### src/rtl/audio_pkg.sv
// Shared audio types and constants for the I2S output path.
// frame_clks/fs_hz give the frame period and sample rate for a divider/slot setting.
package audio_pkg;

   localparam int DEF_SAMPLE_W = 16;
   localparam int DEF_SLOT_W   = 32;
   localparam int DEF_CLK_DIV  = 8;

   typedef struct packed {
      logic [DEF_SAMPLE_W-1:0] l;
      logic [DEF_SAMPLE_W-1:0] r;
   } stereo_t;

   // One stereo frame is two slots of SLOT_W BCK periods, each 2*CLK_DIV clocks long.
   function automatic int frame_clks(input int clk_div, input int slot_w);
      return 4 * clk_div * slot_w;
   endfunction

   function automatic longint fs_hz(input longint f_clk, input int clk_div, input int slot_w);
      return f_clk / longint'(frame_clks(clk_div, slot_w));
   endfunction

endpackage

### src/rtl/audio_sample_fifo.sv
// Small stereo-sample FIFO: valid/ready on the push side, pop strobe on the read side.
// Pointers carry one extra wrap bit so full and empty are told apart without a counter.
module audio_sample_fifo
   import audio_pkg::*;
#(
   parameter type T     = stereo_t,
   parameter int  DEPTH = 4
) (
   input  logic clk,
   input  logic rst_n,
   input  logic push_valid,
   output logic push_ready,
   input  T     push_data,
   input  logic pop,
   output T     head,
   output logic empty
);

   localparam int AW = $clog2(DEPTH);

   logic [AW:0] wr_ptr;
   logic [AW:0] rd_ptr;
   T            mem [DEPTH];
   logic        full;
   logic        do_push;
   logic        do_pop;

   assign empty      = (wr_ptr == rd_ptr);
   assign full       = (wr_ptr[AW] != rd_ptr[AW]) && (wr_ptr[AW-1:0] == rd_ptr[AW-1:0]);
   // Ready depends on pointer registers only, so a same-cycle pop never reaches it.
   assign push_ready = !full;
   assign do_push    = push_valid && !full;
   assign do_pop     = pop && !empty;
   assign head       = mem[rd_ptr[AW-1:0]];

   always_ff @(posedge clk or negedge rst_n) begin
      if (!rst_n) begin
         wr_ptr <= '0;
         rd_ptr <= '0;
      end else begin
         if (do_push) wr_ptr <= wr_ptr + (AW+1)'(1);
         if (do_pop)  rd_ptr <= rd_ptr + (AW+1)'(1);
      end
   end

   always_ff @(posedge clk) begin
      if (do_push) mem[wr_ptr[AW-1:0]] <= push_data;
   end

endmodule

### src/rtl/i2s_audio_tx.sv
// Philips-timing I2S transmitter: buffered stereo PCM shifted out MSB first on a BCK
// divided down from clk_sys; the frame register repeats the last frame when starved.
module i2s_audio_tx
   import audio_pkg::*;
#(
   parameter int CLK_DIV    = DEF_CLK_DIV,
   parameter int SAMPLE_W   = DEF_SAMPLE_W,
   parameter int SLOT_W     = DEF_SLOT_W,
   parameter int FIFO_DEPTH = 4
) (
   input  logic                clk_sys,
   input  logic                reset_n,
   input  logic                en,
   input  logic                s_valid,
   output logic                s_ready,
   input  logic [SAMPLE_W-1:0] s_left,
   input  logic [SAMPLE_W-1:0] s_right,
   output logic                i2s_bck,
   output logic                i2s_lrck,
   output logic                i2s_data,
   output logic                underrun
);

   localparam int DC_W = $clog2(CLK_DIV);
   localparam int P_W  = $clog2(SLOT_W);
   localparam int BC_W = P_W + 1;
   localparam logic [DC_W-1:0] DIV_LAST = DC_W'(CLK_DIV - 1);
   localparam logic [BC_W-1:0] BIT_LAST = BC_W'(2 * SLOT_W - 1);
   localparam logic [P_W-1:0]  POS_MSB  = P_W'(1);
   localparam logic [P_W-1:0]  POS_LSB  = P_W'(SAMPLE_W);

   typedef struct packed {
      logic [SAMPLE_W-1:0] l;
      logic [SAMPLE_W-1:0] r;
   } frame_t;

   frame_t              fifo_in;
   frame_t              fifo_head;
   frame_t              frame_q;
   logic                fifo_empty;
   logic [DC_W-1:0]     div_cnt;
   logic [BC_W-1:0]     bit_cnt;
   logic [BC_W-1:0]     bit_nxt;
   logic [P_W-1:0]      slot_pos;
   logic [SAMPLE_W-1:0] word;
   logic [SAMPLE_W-1:0] shifted;
   logic                div_wrap;
   logic                fall_evt;
   logic                frame_start;
   logic                pop_frame;
   logic                data_nxt;

   // Sample handshake: a frame transfers on a clk_sys edge where s_valid && s_ready;
   // s_left/s_right must be stable while s_valid is high, and offers while full are ignored.
   assign fifo_in = '{l: s_left, r: s_right};

   audio_sample_fifo #(
      .T     (frame_t),
      .DEPTH (FIFO_DEPTH)
   ) u_fifo (
      .clk        (clk_sys),
      .rst_n      (reset_n),
      .push_valid (s_valid),
      .push_ready (s_ready),
      .push_data  (fifo_in),
      .pop        (pop_frame),
      .head       (fifo_head),
      .empty      (fifo_empty)
   );

   assign div_wrap    = (div_cnt == DIV_LAST);
   assign fall_evt    = en && div_wrap && i2s_bck;
   assign frame_start = fall_evt && (bit_cnt == BIT_LAST);
   assign pop_frame   = frame_start && !fifo_empty;
   assign bit_nxt     = (bit_cnt == BIT_LAST) ? '0 : bit_cnt + BC_W'(1);
   assign slot_pos    = bit_nxt[P_W-1:0];

   // Position 0 of each slot carries the one-BCK I2S delay, so a frame loaded on the
   // same edge is never read before the next falling event.
   always_comb begin
      word     = bit_nxt[P_W] ? frame_q.r : frame_q.l;
      shifted  = word << (slot_pos - POS_MSB);
      data_nxt = 1'b0;
      if ((slot_pos >= POS_MSB) && (slot_pos <= POS_LSB)) data_nxt = shifted[SAMPLE_W-1];
   end

   always_ff @(posedge clk_sys or negedge reset_n) begin
      if (!reset_n) begin
         div_cnt  <= '0;
         bit_cnt  <= BIT_LAST;
         i2s_bck  <= 1'b0;
         i2s_lrck <= 1'b1;
         i2s_data <= 1'b0;
         underrun <= 1'b0;
      end else if (!en) begin
         div_cnt  <= '0;
         bit_cnt  <= BIT_LAST;
         i2s_bck  <= 1'b0;
         i2s_lrck <= 1'b1;
         i2s_data <= 1'b0;
         underrun <= 1'b0;
      end else begin
         underrun <= frame_start && fifo_empty;
         if (div_wrap) begin
            div_cnt <= '0;
            i2s_bck <= !i2s_bck;
         end else begin
            div_cnt <= div_cnt + DC_W'(1);
         end
         if (fall_evt) begin
            bit_cnt  <= bit_nxt;
            i2s_lrck <= bit_nxt[P_W];
            i2s_data <= data_nxt;
         end
      end
   end

   // The frame register is only replaced by a real pop; a starved frame start replays it.
   always_ff @(posedge clk_sys or negedge reset_n) begin
      if (!reset_n) frame_q <= '0;
      else if (pop_frame) frame_q <= fifo_head;
   end

endmodule

### config.mk
export PLATFORM = sky130hd
export DESIGN_NAME = i2s_audio_tx
export DESIGN_NICKNAME = d
export VERILOG_FILES = /design/src/rtl/audio_pkg.sv /design/src/rtl/audio_sample_fifo.sv /design/src/rtl/i2s_audio_tx.sv
export SDC_FILE = /design/constraint.sdc
export NUM_CORES = 1
export LEC_CHECK = 0
export ABC_AREA = 0
export CAP_MARGIN = 25
export CORE_AREA = 2 2 124 126
export CTS_CLUSTER_SIZE = 14
export DETAILED_ROUTE_END_ITERATION = 8
export DIE_AREA = 0 0 126 128
export GPL_TIMING_DRIVEN = 0
export HOLD_SLACK_MARGIN = 0.02
export PLACE_DENSITY = 0.68
export SLEW_MARGIN = 5
export SYNTH_ARGS = -nofsm -noshare
export SYNTH_HDL_FRONTEND = slang
export SYNTH_SLANG_ARGS = --single-unit
export TNS_END_PERCENT = 5
### constraint.sdc
create_clock -name clk_sys -period 2.3 [get_ports clk_sys]
set_input_delay 0.46 -clock clk_sys [delete_from_list [all_inputs] [get_ports clk_sys]]
set_output_delay 0.46 -clock clk_sys [all_outputs]
set_load 0.01 [all_outputs]
Word-level counts from Yosys, hierarchy flattened

Memory sizes are Yosys's and may differ from the RTL's. A register that Yosys moved wholly into a read port is not among the register bits.
Index checks and enable logic that the tools add are counted.

Register bits: 19
Memory bits (writable): 128
Input bits: 36
Logic and storage cells: 53
Memories kept: 1

$add $sub $neg: 5
Magnitude comparators: 2
Eq/ne operators: 7
Shifts and indexed selects: 1
Multiplexer cells: 16
Reductions and logical operators: 13

Memories:

| name       | words | bits a word | read ports | clocked after memory_dff | wr ports | RTL line                | text |
|---|---|---|---|---|---|---|---|
| u_fifo.mem | 4     | 32          | 1          | 1                        | 1        | audio_sample_fifo.sv:23 | `T mem [DEPTH];` |

Operators with widths:

| cell                | number |
|---|---|
| $mux 6              | 3 |
| $mux 16             | 1 |
| $shl 16x5->16       | 1 |
| $mux 1              | 10 |
| $add 3x1->3 const B | 3 |
| $logic_and 1x1->1   | 9 |
| $add 6x1->6 const B | 1 |
| $eq 6x6->1 const B  | 1 |
| $mux 3              | 2 |
| $ge 5x1->1 const B  | 1 |
| $le 5x5->1 const B  | 1 |
| $sub 5x1->5 const B | 1 |
| $logic_not 1->1     | 4 |
| $ne 2x1->1 const B  | 2 |
| $eq 3x3->1          | 1 |
| $eq 3x3->1 const B  | 1 |
| $eq 2x2->1          | 1 |
| $ne 1x1->1          | 1 |

Longest topological paths before layout

Gate-level depths: netlist of run 1.

Word-level depth: 7
Mapped depth: 10
Mapped depth without buffers: 8

Hierarchy

From an unflattened synthesis of run 1, not the netlist that was laid out.

Cell total of the unflattened synthesis: 422
Area, all modules: 7464.7 um2

Modules (own cells, without submodules):

| module            | instances | cells each | area each (um2) | seq. area each (um2) |
|---|---|---|---|---|
| audio_sample_fifo | 1         | 215        | 5111.2          | 3993.8 |
| i2s_audio_tx      | 1         | 207        | 2353.5          | 1108.6 |

Worst setup path before layout of run 1

No wires, ideal clock.

Path kind: register to register
Start: register bit_cnt[0]
End: register i2s_data
Library setup time: 0.124 ns
Arrival: 2.183 ns
Required time: 2.176 ns
Setup slack: -0.006 ns
Stages on the path, launching flop included: 9
Path through: dfstp_2 -> ha_1 -> buf_2 -> and3_2 -> a31oi_1 -> or3_2 -> xor2_1 -> a211oi_2 -> o31ai_2

Cells in the longest elaborated chain, start to end: 7
Elaborated cells between the ends (all ways): 12

Ends and longest elaborated chain:

| item                                                      | RTL line                               | text |
|---|---|---|
| from (decl)                                               | i2s_audio_tx.sv:42                     | `logic [BC_W-1:0] bit_cnt;` |
| from (signal assigned)                                    | i2s_audio_tx.sv:111                    | `bit_cnt <= bit_nxt;` |
| $add 6x1->6 / $eq 6x6->1 (equally long branches)          | i2s_audio_tx.sv:75                     | `assign bit_nxt = (bit_cnt == BIT_LAST) ? '0 : bit_cnt + BC_W'(1);` |
| $mux 6 (*)                                                | i2s_audio_tx.sv:75                     |  |
| $sub 5x1->5 (tied with other cells)                       | i2s_audio_tx.sv:82                     | `shifted = word << (slot_pos - POS_MSB);` |
| $shl 16x5->16 / $logic_and 1x1->1 (equally long branches) | i2s_audio_tx.sv:82, i2s_audio_tx.sv:84 |  |
| $mux 1 (*)                                                | i2s_audio_tx.sv:84                     | `if ((slot_pos >= POS_MSB) && (slot_pos <= POS_LSB)) data_nxt = shifted[SAMPLE_W-1];` |
| $mux 1 (*)                                                | i2s_audio_tx.sv:110                    | `if (fall_evt) begin` |
| $mux 1 (*)                                                | i2s_audio_tx.sv:95                     | `end else if (!en) begin` |
| to (signal assigned)                                      | i2s_audio_tx.sv:113                    | `i2s_data <= data_nxt;` |
| to (decl)                                                 | i2s_audio_tx.sv:20                     | `output logic i2s_data,` |

Every way passes the cells marked *; elsewhere a longest branch is shown, timed or not. The select of a mux whose other input is x is not followed.
A chain may end at the register's enable or synchronous reset.

Worst setup path after layout of run 1

Start: register bit_cnt[1]
End: register i2s_data

Same word-level chain as after synthesis.

==> results of run 1 <==
[registers in the layout (all words and copies together) (netlist names)]
| name | cells |
|---|---|
| i2s_data | 1 |
| div_cnt | 3 |
| frame_q | 32 |
| u_fifo.mem | 128 |
| bit_cnt | 5 |
| i2s_bck | 1 |
| u_fifo.wr_ptr | 3 |
| underrun | 1 |
| u_fifo.rd_ptr | 3 |
| i2s_lrck | 1 |
[stage by stage]
step / utilization / hold WS, ns / TNS [ns]
after floorplan: - / 0.164 / 0
after global placement: 0.534 / 0.424 / -138.01
after detailed placement: 0.541 / 0.432 / -4.26
after CTS: 0.591 / 0.0474 / -0.00193
after global routing: 0.600 / 0.0828 / -0.0398
final: 0.600 / 0.0398 / 0
[path summary, 6_finish.rpt]
check / slack [ns] / start / endpoint
setup / recovery: 0.01 / bit_cnt[1] / i2s_data
hold / removal: 0.04 / reset_n / i2s_bck
setup reg to reg: 0.01 / bit_cnt[1] / i2s_data
hold reg to reg: 0.44 / div_cnt[0] / div_cnt[0]
max in group asynchronous: 1.72 / reset_n / frame_q[14]
min in group clk_sys: 0.44 / div_cnt[0] / div_cnt[0]
[per-layer routing]
metal | track usage | part of all wire
met1 | 0.230 | 0.42
met2 | 0.294 | 0.50
met3 | 0.0455 | 0.036
met4 | 0.103 | 0.044
met5 | 0 | 0
[cells in the final DEF (no fill, tap or decap), drive strengths merged, types with 3 or more instances in the layout]
master,n
dfstp,6
a221oi,3
o211ai,4
a31oi,3
buf,28
a211oi,6
nor2,6
inv,9
nand3,6
and3,9
nand2,15
clkinvlp,3
or3,4
mux2,33
clkinv,5
xnor2,4
edfxtp,128
bufinv,4
a21oi,5
o21ai,6
and2,5
clkdlybuf4s50,38
xor2,9
mux4,32
clkbuf,23
dfrtp,44
ha,10
mux2i,7
[power by group through the flow]
stage	Combinational [mW]	Clock [mW]	Sequential [mW]
after floorplan	0.417	0	4.12
after global placement	0.719	0	4.15
after detailed placement	0.853	0	4.16
after CTS	0.849	3.03	4.09
after global routing	0.909	3.16	4.12
final	0.832	2.99	4.09
[repair_timing]
action                     4_1_cts  5_1_grt
buffers inserted                 5        4
pin swaps                        4        5
setup endpoints to repair       60       32
hold buffers                     0        0
gates resized for setup         21       26
hold endpoints to repair         0        0
[cell families (layout without fill, tap and decap cells)]
logic type	Yosys count	after routing	synth area share
DFF	178	178	0.700
muxes	72	72	0.159
and+or+nand+nor	57	57	0.0463
AOI/OAI and AO/OA	37	37	0.0402
buffers and inverters	27	113	0.0216
xor gates and xnor gates	13	13	0.0156
adders and majority gates	10	10	0.0172
[synthesized netlist by cell type (all sizes together) (3+ instances only)]
| master | n | area share |
|---|---|---|
| clkbuf | 5 | 0.0026 |
| xnor2 | 4 | 0.0048 |
| edfxtp | 128 | 0.53 |
| o21ai | 6 | 0.0046 |
| xor2 | 9 | 0.011 |
| mux4 | 32 | 0.099 |
| ha | 10 | 0.017 |
| nor2 | 6 | 0.0031 |
| dfstp | 6 | 0.022 |
| o211ai | 4 | 0.0041 |
| and2 | 5 | 0.0045 |
| a221oi | 3 | 0.0045 |
| nand3 | 6 | 0.0048 |
| a211oi | 6 | 0.0075 |
| a31oi | 3 | 0.0026 |
| and3 | 9 | 0.0079 |
| inv | 7 | 0.0036 |
| mux2i | 7 | 0.0096 |
| mux2 | 33 | 0.051 |
| buf | 15 | 0.015 |
| nand2 | 15 | 0.010 |
| dfrtp | 44 | 0.15 |
| or3 | 4 | 0.0043 |
| a21oi | 5 | 0.0034 |
[layout make-up]
cell class | instances | area (sq um) | share of cell area
inverters | 7 | 26.3 | 0.00295
clock buffers | 18 | 429 | 0.0481
repair buffers | 54 | 584 | 0.0656
multi-input cells | 189 | 2170 | 0.243
clock inverters | 14 | 186 | 0.0209
well taps | 188 | 235 | 0.0264
plain buffers | 20 | 180 | 0.0202
flip-flops and latches | 178 | 5100 | 0.572
==> flow_summary.yaml, run 1 <==
global_routing:
  track_usage: 0.183
  antenna_found_initial: 0
  grt_pass1_vias: 4029
  grt_pass1_wl_um: 21800
  grt_max_degree: 27
  gr-total-overflow: 0
layout:
  stdcell_count: 668
  synthToLayoutAreaGrowth_pct: 22.2
  n_fill_cell: 1085
  nets: 513
  drive_gt1_frac: 0.358
  fin_area_sq_um: 8910
  diodes: 0
floorplanning:
  die-height_um: 128
  initial_core_util: 0.491
  chipWidth_um: 126
  dieArea_sq_um: 16100
  row_count: 45
  core-area_sq_um: 14900
  io_pins: 41
detailed_routing:
  final_antenna_net_count: 0
  vias: 3826
  wl_um: 13800
  drt-wirelength-per-cell_um: 20.7
  drtPass1Iterations: 4
  viasPerCell: 5.73
  drt_iter0_drc: 280
  drc_errors: 0
critical_path:
  crit_family: "simple AND/OR/NAND/NOR gates"
  crit_type: "reg2reg"
  cp_slowest_cell: "dfstp_2"
  worst-path-buf-inv: 2
  crit_path_max_fanout: 10
  crit_chain: "buf_4 > nand2_2 > or3_4 > buf_6 > and4_4 > a311oi_4 > nor4_2 > a211oi_2 > o31ai_2"
  endpoint_kind: "register"
  crit_cells: 9
  crit_required_ns: 2.61
  crit_arrival_ns: 2.60
  r2r_cells: 9
  slowest_delay_ns: 0.53
  worst_setup_path_start_kind: "register"
synth:
  synth_cell_types: 56
  syn-num-nets: 440
  ys_warn_count: 0
  synth_area_per_cell_sq_um: 18.5
  synth-seq-cells: 178
  synth-edff-count: 128
  synthCells: 394
  yosys_most_used_dff: "edfxtp_1"
  yosysSeqAreaShare: 0.700
  synthesis.area_sq_um: 7290
  synth-async-reset-ratio: 0.281
timing:
  clock_skew_ns: 0.00550
  setup_viol: 0
  finalWorstSetupSlack_ns: 0.0128
  finalHoldViolCount: 0
  maxSlewViolCount: 0
  period_minus_slack_ns: 2.29
  fmax_mhz: 437
  rsz0062_at_grt: "yes"
  relSlewSlack: 0.570
  worst_pin_slew_ns: 0.645
  fin_crit_sh: 0.994
place:
  placed_area_sq_um: 8050
  hpwl_um: 9220
  io_buffers: 40
  dp_cells: 627
  place.gp.congestion: 0.830
  post-place-ws_ns: -0.193
pwr:
  switching_power_mw: 1.79
  pwr-share-clk: 0.378
  finalPower_mw: 7.91
  ir_worst_vdd_mv: 0.516
  p_sw_frac: 0.227
  power_density_nw_per_um2: 887
  intPower_mw: 6.11
  pwr-share-seq: 0.517
  leakage_nw: 3.32
  combPwrFrac: 0.105
clock_tree:
  insertion_delay_ns: 0.43
  clock_sinks: 178
  cts_tree: "built"
  cts_buffers: 17
  htree_levels: 4
  cts_max_path_buffers: 2
  cts_root_buf: "clkbuf_16"
  path_clk_slew_ns: 0.06
hold_path:
  hp-class: "in2async"
status:
  status: "completed"
flow_run:
  max-cap-violations: 0
(Power assumes the default switching activity.)
==> run 2: changes to the inputs <==
- DONT_BUFFER_PORTS: default -> 1
- PLACE_DENSITY: 0.68 -> 0.64
==> run 2 against run 1 <==
Critical path depth unchanged. Cell count down 5.1%. Clock skew about the same. Clock power down 3%. Setup slack worse by 0.0095 ns. Critical endpoint unchanged. Largest power group unchanged.
==> flow_summary.yaml, run 2 (synthesis gave the netlist of run 1 again) <==
status:
  status: "completed"
critical_path:
  r2r_cells: 9
  crit_family: "simple AND/OR/NAND/NOR gates"
  slowest_delay_ns: 0.54
  crit_chain: "buf_8 > nand3_4 > or3_4 > clkbuf_16 > and3_1 > a211oi_1 > nor4_1 > a211oi_2 > o31ai_2"
  endpoint_kind: "register"
  crit_path_max_fanout: 5
  crit_arrival_ns: 2.60
  worst_setup_path_start_kind: "register"
  crit_required_ns: 2.60
  r2r-end: "i2s_data"
  rrSetupSlack_ns: 0.003
  crit_type: "reg2reg"
  cp_slowest_cell: "dfstp_2"
  worst-path-buf-inv: 2
  timing.rr.start: "bit_cnt[2]"
detailed_routing:
  wl_um: 13300
  drtPass1Iterations: 5
  final_antenna_net_count: 0
  drc_errors: 0
  drt-wirelength-per-cell_um: 20.9
  vias: 3657
  drt_iter0_drc: 302
  viasPerCell: 5.77
layout:
  nets: 480
  fin_util: 0.577
  multi_input_area_sq_um: 2150
  diodes: 0
  largest_reg_flops: 128
  regArea_sq_um: 5100
  n_fill_cell: 1143
  drive_gt1_frac: 0.392
  final_cell_mix: "edfxtp_1, dfrtp_1, mux2_2"
  stdcell_count: 634
  fin_area_sq_um: 8570
  layout_commonest_cell: "edfxtp_1"
  synthToLayoutAreaGrowth_pct: 17.6
pwr:
  power_density_nw_per_um2: 900
  ir_worst_vdd_mv: 0.578
  finalPower_mw: 7.72
  leakage_nw: 3.19
timing:
  finalWorstSetupSlack_ns: 0.00325
  whs_ns: 0.129
  period_minus_slack_ns: 2.30
  maxSlewViolCount: 0
  relSlewSlack: 0.553
  finalHoldViolCount: 0
  clock_skew_ns: 0.00565
  finalSetupTns_ns: 0
  rsz0062_at_grt: "yes"
  worst_pin_slew_ns: 0.670
  setup_viol: 0
  fin_crit_sh: 0.999
  fmax_mhz: 435
place:
  placed_area_sq_um: 7620
  place.gp.congestion: 0.863
  hpwl_um: 8400
  dp_cells: 586
  post-place-ws_ns: -0.202
  io_buffers: 0
flow_run:
  max-cap-violations: 0
clock_tree:
  insertion_delay_ns: 0.42
  clock_sinks: 178
  cts_tree: "built"
  path_clk_slew_ns: 0.07
  htree_levels: 4
  cts_root_buf: "clkbuf_16"
  cts_max_path_buffers: 2
  cts_buffers: 17
floorplanning:
  row_count: 45
  dieArea_sq_um: 16100
  core-area_sq_um: 14900
  chipWidth_um: 126
  die-height_um: 128
  io_pins: 41
  initial_core_util: 0.491
hold_path:
  whs_endpoint: "u_fifo.mem[1][14]"
  whs_path_depth: 0
  hp-class: "in2reg"
  hold_start: "s_right[14]"
global_routing:
  grt_pass1_vias: 3805
  grt_pass1_wl_um: 20800
  grt_max_degree: 51
  track_usage: 0.175
  antenna_found_initial: 0
  gr-total-overflow: 0
==> run 2: cell count changes in the layout (fill, tap and decap cells not counted), moves of 2 or more <==
| cell | before | now |
|---|---|---|
| clkinv_1 | 2 | 0 |
| clkinvlp_4 | 3 | 1 |
| clkinv_4 | 1 | 3 |
| clkdlybuf4s50_1 | 38 | 0 |
| clkbuf_16 | 17 | 19 |
| inv_8 | 0 | 2 |
==> run 2: routing by layer <==
metal | vias to the layer above | track usage | part of all wire
met5 | - | 0 | 0
li1 | 1644 | - | -
met2 | 104 | 0.291 | 0.52
met4 | 0 | 0.0743 | 0.028
met3 | 32 | 0.0547 | 0.053
met1 | 1877 | 0.215 | 0.40
==> run 2: power by group <==
group / switching (mW) / internal, mW / leakage (nW)
Sequential: 0.110 / 3.97 / 1.84
Clock: 1.18 / 1.73 / 0.295
Combinational: 0.461 / 0.269 / 1.05
Total: 1.75 / 5.97 / 3.19
==> run 2: final cells by class <==
| type | count | share of cell area |
|---|---|---|
| Clock inverter | 13 | 0.0207 |
| Clock buffer | 18 | 0.0501 |
| Tap cell | 188 | 0.0274 |
| Multi-Input combinational cell | 189 | 0.250 |
| Timing Repair Buffer | 21 | 0.0318 |
| Buffer | 20 | 0.0213 |
| Inverter | 7 | 0.00307 |
| Sequential cell | 178 | 0.595 |
==> run 2: how the worst max path moves through the flow <==
| stage | end | startpoint | cells past startpoint | slack [ns] |
|---|---|---|---|---|
| finish | i2s_data | bit_cnt[2] | 9 | 0.003 |
| CTS | i2s_data | bit_cnt[0] | 9 | 0.008 |
| global route | i2s_data | bit_cnt[2] | 9 | -0.03 |
| global placement | u_fifo.mem[3][3] | u_fifo.rd_ptr[1] | 5 | -0.97 |
| floorplan | i2s_data | bit_cnt[0] | 8 | 0.007 |
| detailed placement | i2s_data | bit_cnt[0] | 8 | -0.20 |
==> run 2: worst reg2reg max path: stages (launching register included) <==
cell and delay, ns:
dfstp_2 0.54, buf_8 0.10, nand3_4 0.08, or3_4 0.46
clkbuf_16 0.18, and3_1 0.17, a211oi_1 0.25, nor4_1 0.12
a211oi_2 0.20, o31ai_2 0.08
==> run 2: timing repair <==
item | 4_1_cts | 5_1_grt
gates resized for setup | 13 | 27
cloned | 0 | 2
buffers inserted | 4 | 9
endpoints found under the hold margin | 50 | 0
pin swaps | 3 | 12
hold buffers | 2 | 0
setup endpoints to repair | 53 | 30
==> run 3: changes to the inputs <==
- PLACE_DENSITY: 0.64 -> 0.67
==> run 3 against run 2 <==
The run now ends with setup timing left. Wire length decreased by 1.1%. Power decreased by 0.35%. Sequential cell count unchanged. Count of clock-buffer cells in the layout decreased by 1. Die area unchanged. Core utilization decreased by 0.27 points. Clock power about the same. Via count decreased by 1.9%. Non-clock buffer count decreased by 2. Sequential share of layout area increased by 0.28 points. Critical path type unchanged. Largest power group unchanged.
==> flow_summary.yaml, run 3 (synthesis gave the netlist of run 1 again) <==
layout:
  diodes: 0
  drive_gt1_frac: 0.382
  fin_util: 0.574
  fin_area_sq_um: 8530
  regArea_sq_um: 5100
  nets: 478
  largest_reg_flops: 128
  n_fill_cell: 1134
  stdcell_count: 633
  multi_input_area_sq_um: 2120
  layout_commonest_cell: "edfxtp_1"
  final_cell_mix: "edfxtp_1, dfrtp_1, mux2_2"
  synthToLayoutAreaGrowth_pct: 17.0
critical_path:
  endpoint_kind: "register"
  crit_end: "i2s_data"
  crit_required_ns: 2.61
  crit_arrival_ns: 2.62
  crit_cells: 9
  worst_setup_path_start_kind: "register"
  crit_family: "simple AND/OR/NAND/NOR gates"
  crit_type: "reg2reg"
  rrSetupSlack_ns: -0.01
  r2r-end: "i2s_data"
  cp-startpoint: "bit_cnt[2]"
  cp_slowest_cell: "dfstp_2"
  crit_path_max_fanout: 5
  slowest_delay_ns: 0.54
  timing.rr.start: "bit_cnt[2]"
  worst-path-buf-inv: 2
  r2r_cells: 9
  crit_chain: "buf_8 > nand3_4 > or3_4 > clkbuf_16 > and4_4 > a311oi_1 > nor4_2 > a211oi_2 > o31ai_2"
timing:
  whs_ns: 0.122
  period_minus_slack_ns: 2.31
  finalHoldViolCount: 0
  rsz0062_at_grt: "yes"
  finalSetupTns_ns: -0.0108
  worst_pin_slew_ns: 0.642
  fmax_mhz: 433
  setup_viol: 1
  finalWorstSetupSlack_ns: -0.0108
  maxSlewViolCount: 0
  relSlewSlack: 0.572
  fin_crit_sh: 1.00
  clock_skew_ns: 0.0122
global_routing:
  grt_pass1_wl_um: 20700
  gr-total-overflow: 0
  track_usage: 0.174
  grt_pass1_vias: 3795
  antenna_found_initial: 0
  grt_max_degree: 51
detailed_routing:
  wl_um: 13100
  drc_errors: 0
  route.met2.wl_um: 6740
  final_antenna_net_count: 0
  dr_wl_met3_um: 522
  vias: 3587
  drtPass1Iterations: 4
  drt_iter0_drc: 186
  top_layer: "met4"
  wl_met1_um: 5510
  viasPerCell: 5.67
  drt-wirelength-per-cell_um: 20.7
clock_tree:
  insertion_delay_ns: 0.43
  cts_buffers: 17
  clock_sinks: 178
  cts_root_buf: "clkbuf_16"
  path_clk_slew_ns: 0.07
  cts_tree: "built"
  cts_max_path_buffers: 2
  htree_levels: 4
flow_run:
  max-cap-violations: 0
place:
  hpwl_um: 8490
  io_buffers: 0
  place.gp.congestion: 0.853
  placed_area_sq_um: 7620
  dp_cells: 586
  post-place-ws_ns: -0.240
pwr:
  power_density_nw_per_um2: 901
  leakage_nw: 3.21
  ir_worst_vdd_mv: 0.576
  finalPower_mw: 7.69
floorplanning:
  die-height_um: 128
  dieArea_sq_um: 16100
  core-area_sq_um: 14900
  io_pins: 41
  row_count: 45
  chipWidth_um: 126
  initial_core_util: 0.491
status:
  status: "finished, violations left"
  violations: "setup timing"
hold_path:
  hp-class: "in2reg"
[run 3: cell count changes in the layout (fill, tap and decap cells not counted), moves of 2 or more]
cell,before,now
and3_2,5,3
ha_1,7,10
inv_8,2,6
clkinv_8,0,2
bufinv_16,3,1
ha_2,2,0
[run 3: worst min-delay path by stage]
stage / start / end / depth (start not counted)
6_report: s_left[11] / u_fifo.mem[1][27] / 0
5_1_grt: s_right[15] / u_fifo.mem[2][15] / 0
4_1_cts: s_left[7] / u_fifo.mem[2][23] / 0
3_5_place_dp: reset_n / frame_q[27] / 0
3_3_place_gp: reset_n / frame_q[27] / 0
2_1_floorplan: reset_n / div_cnt[0] / 0
[run 3: power by group]
| part | switching [mW] | internal [mW] |
|---|---|---|
| logic | 0.454 | 0.269 |
| registers | 0.106 | 3.97 |
| clock network | 1.32 | 1.57 |
[run 3: worst register-to-register path, cell delays in order (launching register included)]
cell,delay (ns)
dfstp_2,0.54
buf_8,0.11
nand3_4,0.08
or3_4,0.44
clkbuf_16,0.18
and4_4,0.17
a311oi_1,0.32
nor4_2,0.07
a211oi_2,0.19
o31ai_2,0.09
[run 3: timing repair]
item / 4_1_cts / 5_1_grt
hold buffers: 2 / 0
gates cloned: 0 / 1
setup buffers: 5 / 7
setup endpoints to repair: 53 / 52
pin swaps: 4 / 7
gates resized for setup: 16 / 21
hold endpoints to repair: 50 / 0
[run 3: final cells by class]
cell class / instances / share of cell area
sequential: 178 / 0.598
multi-input combinational: 189 / 0.249
clock buffer: 17 / 0.0499
timing repair buffer: 19 / 0.0296
tap: 188 / 0.0276
clock inverter: 15 / 0.0214
buffer: 20 / 0.0214
inverter: 7 / 0.00308
[run 3: per-layer routing]
metal | up-vias | global-route usage
li1 | 1649 | -
met1 | 1852 | 0.213
met2 | 66 | 0.288
met3 | 20 | 0.0492
met4 | 0 | 0.0802
met5 | - | 0
